### src/rtl/hazard_control_unit.sv
// hazard_control_unit: pipeline stall/flush control for load-use, memory wait and taken-branch hazards.
// Tracks memory timeouts (sticky MemError) and counts stall and flush cycles.
module hazard_control_unit #(
    parameter int COUNT_W = 16,
    parameter int MAX_WAIT = 15
) (
    input  logic               CLOCK,
    input  logic               RESET,
    input  logic [4:0]         IFID_RegisterRn,
    input  logic [4:0]         IFID_RegisterRm,
    input  logic [4:0]         IDEX_RegisterRd,
    input  logic               IDEX_MemRead,
    input  logic               EXMEM_MemAccess,
    input  logic               DMem_Ready,
    input  logic               EXMEM_BranchTaken,
    output logic               PCWrite,
    output logic               IFIDWrite,
    output logic               ControlBubble,
    output logic               PipeStall,
    output logic               IFID_Flush,
    output logic               IDEX_Flush,
    output logic               EXMEM_Flush,
    output logic               MemError,
    output logic [COUNT_W-1:0] StallCount,
    output logic [COUNT_W-1:0] FlushCount
);
    localparam logic [1:0] RUN = 2'd0, MEMWAIT = 2'd1, FLUSH = 2'd2, ERROR = 2'd3;
    logic [1:0] state, state_nxt;
    logic [7:0] wait_cnt, wait_nxt;
    logic memhold, loaduse, err, hold, flush_ev, bubble_ev;
    always_comb begin
        memhold = EXMEM_MemAccess && !DMem_Ready;
        loaduse = IDEX_MemRead && IDEX_RegisterRd != 5'd31 &&
                  (IDEX_RegisterRd == IFID_RegisterRn || IDEX_RegisterRd == IFID_RegisterRm);
        err = state == ERROR;
        hold = err || memhold;
        flush_ev = !hold && EXMEM_BranchTaken;
        // ID holds a squashed instruction right after a flush, so its sources are meaningless
        bubble_ev = !hold && !EXMEM_BranchTaken && state != FLUSH && loaduse;
        PCWrite = !RESET || !(hold || bubble_ev);
        IFIDWrite = PCWrite;
        ControlBubble = RESET && bubble_ev;
        PipeStall = RESET && hold;
        IFID_Flush = RESET && flush_ev;
        IDEX_Flush = IFID_Flush;
        EXMEM_Flush = IFID_Flush;
        MemError = err;
        wait_nxt = wait_cnt + 8'd1;
        state_nxt = err ? ERROR :
                    memhold ? ((state == MEMWAIT && wait_nxt == 8'(MAX_WAIT)) ? ERROR : MEMWAIT) :
                    EXMEM_BranchTaken ? FLUSH : RUN;
    end
    always_ff @(posedge CLOCK or negedge RESET) begin
        if (!RESET) begin
            state <= RUN;
            wait_cnt <= 8'd0;
            StallCount <= '0;
            FlushCount <= '0;
        end else begin
            state <= state_nxt;
            wait_cnt <= (state == MEMWAIT && memhold) ? wait_nxt : 8'd0;
            if (!PCWrite && !(&StallCount)) StallCount <= StallCount + COUNT_W'(1);
            if (IFID_Flush && !(&FlushCount)) FlushCount <= FlushCount + COUNT_W'(1);
        end
    end
endmodule

### config.mk
export PLATFORM = sky130hd
export DESIGN_NAME = hazard_control_unit
export DESIGN_NICKNAME = d
export VERILOG_FILES = /design/src/rtl/hazard_control_unit.sv
export SDC_FILE = /design/constraint.sdc
export NUM_CORES = 1
export LEC_CHECK = 0
export BUFFER_PORTS_ARGS = -buffer_cell sky130_fd_sc_hd__buf_2
export CAP_MARGIN = 20
export CORE_ASPECT_RATIO = 0.8
export CORE_MARGIN = 4
export CORE_UTILIZATION = 30
export CTS_CLUSTER_DIAMETER = 80
export CTS_CLUSTER_SIZE = 12
export DETAILED_ROUTE_END_ITERATION = 6
export PLACE_DENSITY_LB_ADDON = 0.15
export SETUP_SLACK_MARGIN = 0.02
export SLEW_MARGIN = 10
export SYNTH_ARGS = -nofsm -noshare
export SYNTH_HDL_FRONTEND = slang
export SYNTH_SLANG_ARGS = --single-unit
### constraint.sdc
create_clock -name CLOCK -period 2.7 [get_ports CLOCK]
set_input_delay 0.27 -clock CLOCK [delete_from_list [all_inputs] [get_ports CLOCK]]
set_output_delay 0.27 -clock CLOCK [all_outputs]
set_load 0.05 [all_outputs]
==> impl_metrics.env <==
export IMPL_outcome="complete, no violations"
export IMPL_area_growth_pct=23.6
export IMPL_synth_distinct_cells=40
export IMPL_rsz0062_at_grt="no"
export IMPL_cts_hold_buffers=1
export IMPL_setup_tns_ns=0
export IMPL_post_cts_buffers=0
export IMPL_clkLatencyLatePin_ns=0.29
export IMPL_grt_max_degree=29
export IMPL_maxCapViolations=0
export IMPL_h_tree_depth=2
export IMPL_critPathArrivalTime_ns=2.43
export IMPL_drc=0
export IMPL_wl_per_cell_um=13.2
export IMPL_die_h_um=84.4
export IMPL_hold_path_class="in -> reg"
export IMPL_tightest_slew_ns=0.669
export IMPL_synth_area_per_cell_sq_um=10.3
export IMPL_max_stage_delay_ns=0.53
export IMPL_syn_inst=212
export IMPL_gp_congestion=0.735
export IMPL_max_freq_mhz=452
export IMPL_cts_resized=0
export IMPL_placed_area_sq_mm=0.00259
export IMPL_start_util=0.313
export IMPL_wl_um=4830
export IMPL_path_cells="dlygate4sd3_1 > buf_2 > buf_4 > a21bo_2 > nor2_1 > a31oi_2 > buf_4 > nor4_1 > xor2_1"
export IMPL_cp_required_ns=2.92
export IMPL_die_w_um=103
export IMPL_numCtsBuffers=5
export IMPL_power_mw=2.14
export IMPL_path_class="in -> reg"
export IMPL_maxSlewHeadroom=0.549
export IMPL_min_period_ns=2.21
export IMPL_netlist_area_sq_mm=0.00219
export IMPL_rows=27
export IMPL_crit_top_cell="buf_4"
export IMPL_antenna_left=0
export IMPL_yosysSeqAreaShare=0.480
export IMPL_fin_skew_ns=0.00493
export IMPL_end_kind="register"
export IMPL_stdcell_area_sq_mm=0.00271
export IMPL_ctsLongestPathBuffers=2
export IMPL_post_route_cells_drive_above_1_share=0.290
export IMPL_grt_pass1_vias=1717
export IMPL_track_usage=0.117
export IMPL_vdd_ir_drop_worst_v=0.000592
export IMPL_path_max_fanout=15
export IMPL_io_buffers=60
export IMPL_fin_crit_sh=0.819
export IMPL_first_pass_iters=4
export IMPL_clkSinkCount=42
export IMPL_cts_root_buffer="clkbuf_8"
export IMPL_power_leakage_nw=1.28
export IMPL_via_per_inst=4.70
export IMPL_ios=61
export IMPL_pwr_density_cell_mw_per_mm2=792
export IMPL_grt_pass1_wl_um=8140
export IMPL_coreArea_sq_mm=0.00699
export IMPL_nets=303
export IMPL_slowest_stage="dlygate4sd3_1"
export IMPL_grt_overflow_total=0
export IMPL_slew_violations=0
export IMPL_antenna_found_initial=0
export IMPL_die_area_sq_mm=0.00873
export IMPL_dp_hpwl_um=3810
export IMPL_finalSetupViolCount=0
export IMPL_num_antenna_cells=0
export IMPL_hold_viol=0
export IMPL_worst_setup_path_start_kind="input port"
export IMPL_crit_family="buffers and inverters"
export IMPL_synth_nets=237
export IMPL_ys_ff_latch=42
export IMPL_yosys_warnings=0
export IMPL_vias=1720
export IMPL_drtIter0Drc=15
export IMPL_cp_num_buf_inv=4
export IMPL_cts_tree="yes"
export IMPL_clk_pin_slew_ns=0.08
## cells in the final DEF, fill, tap and decap left out, types with 5 or more instances in the layout
cell type  netlist  routed
buf_2            0      60
dfrtp_1         42      42
xnor2_1         26      26
xor2_1          17      17
nor2_1          17      17
nand3_1         16      16
nand2_1         15      15
inv_1           11      11
nor3_1          10      10
nand4_1          7       7
clkbuf_8         0       5
## per-stage QoR
step / utilization / hold WS (ns) / instances / setup slack, ns
after floorplan: - / -0.0256 / 212 / 0.311
after global placement: 0.370 / 0.288 / 357 / 0.632
after detailed placement: 0.370 / 0.275 / 357 / 0.538
after CTS: 0.387 / 0.234 / 366 / 0.481
after global routing: 0.387 / 0.254 / 366 / 0.263
final: 0.387 / 0.239 / 366 / 0.488
## cell type report
| type | count | area [sq um] |
|---|---|---|
| fillers | 709 | 4290 |
| multi-input cells | 154 | 1060 |
| flip-flops and latches | 42 | 1050 |
| repair buffers | 64 | 333 |
| well taps | 87 | 109 |
| clock buffers | 5 | 68.8 |
| inverters | 11 | 41.3 |
| clock inverters | 3 | 40.0 |
## logic make-up (layout without fill, tap and decap cells)
kind of cell / count (synthesis) / after routing / synth area share
muxes: 2 / 2 / 0.0120
xor gates and xnor gates: 43 / 43 / 0.172
and+or+nand+nor: 87 / 87 / 0.213
buffers and inverters: 16 / 83 / 0.0343
DFF: 42 / 42 / 0.480
adders and majority gates: 4 / 4 / 0.0229
AOI/OAI and AO/OA: 18 / 18 / 0.0652
## sequential cells by signal, summed over array words and instances (netlist names)
name        flops
FlushCount     16
StallCount     16
wait_cnt        8
state           2
## worst min-delay path, cell delays in order
cell,delay [ns]
buf_2,0.10
a21oi_1,0.06
o21ai_0,0.06
## path summary, 6_finish.rpt
| check | slack [ns] | end | from | cells after the start |
|---|---|---|---|---|
| max reg2reg | 0.52 | StallCount[1] | StallCount[0] | 7 |
| max | 0.49 | StallCount[14] | RESET | 9 |
| min | 0.24 | state[1] | EXMEM_BranchTaken | 3 |
| min reg2reg | 0.49 | FlushCount[15] | FlushCount[15] | 1 |
| max in group asynchronous | 1.85 | FlushCount[14] | RESET | 3 |
| min in group asynchronous | 0.52 | state[0] | RESET | 3 |
## per-layer routing
metal,GRT usage,part of all wire,up-vias
met5,0,0,-
met4,0.0318,0.0062,0
met3,0.0307,0.039,3
met2,0.178,0.47,35
met1,0.164,0.49,821
li1,-,-,861
## report_power, final
| part | total [mW] | internal [mW] | switching, mW |
|---|---|---|---|
| Combinational | 0.784 | 0.214 | 0.571 |
| Clock | 0.487 | 0.272 | 0.215 |
| Sequential | 0.869 | 0.733 | 0.137 |
| Total | 2.14 | 1.22 | 0.923 |
## synth_stat cells
cell type	count	share of area
xor2_1	17	0.068
nor3b_1	1	0.0034
nand2b_1	2	0.0057
o22a_1	3	0.012
buf_4	4	0.014
nand3_1	16	0.037
nor4_1	4	0.011
nor3_1	10	0.023
ha_1	4	0.023
o211ai_1	3	0.010
o2111a_1	1	0.0051
a31oi_2	1	0.0057
o31a_1	1	0.0040
and3_4	1	0.0051
o311ai_0	1	0.0040
o21a_1	2	0.0069
a21oi_1	1	0.0023
dfrtp_1	42	0.48
xnor2_1	26	0.10
nor4bb_1	1	0.0046
or4bb_1	1	0.0051
mux2_4	1	0.0069
o21ai_0	2	0.0046
or3_4	1	0.0051
a21bo_2	1	0.0046
or3b_1	1	0.0040
nand4_1	7	0.020
nor2b_1	1	0.0029
o22ai_1	1	0.0029
nand3_2	1	0.0046
clkbuf_1	1	0.0017
inv_1	11	0.019
a31oi_1	1	0.0029
nand2_1	15	0.026
or3b_2	1	0.0040
or2_2	2	0.0057
nor2_1	17	0.029
and4bb_2	1	0.0057
mux2_1	1	0.0051
and3_1	4	0.011
Power figures use the tool's default switching activity.
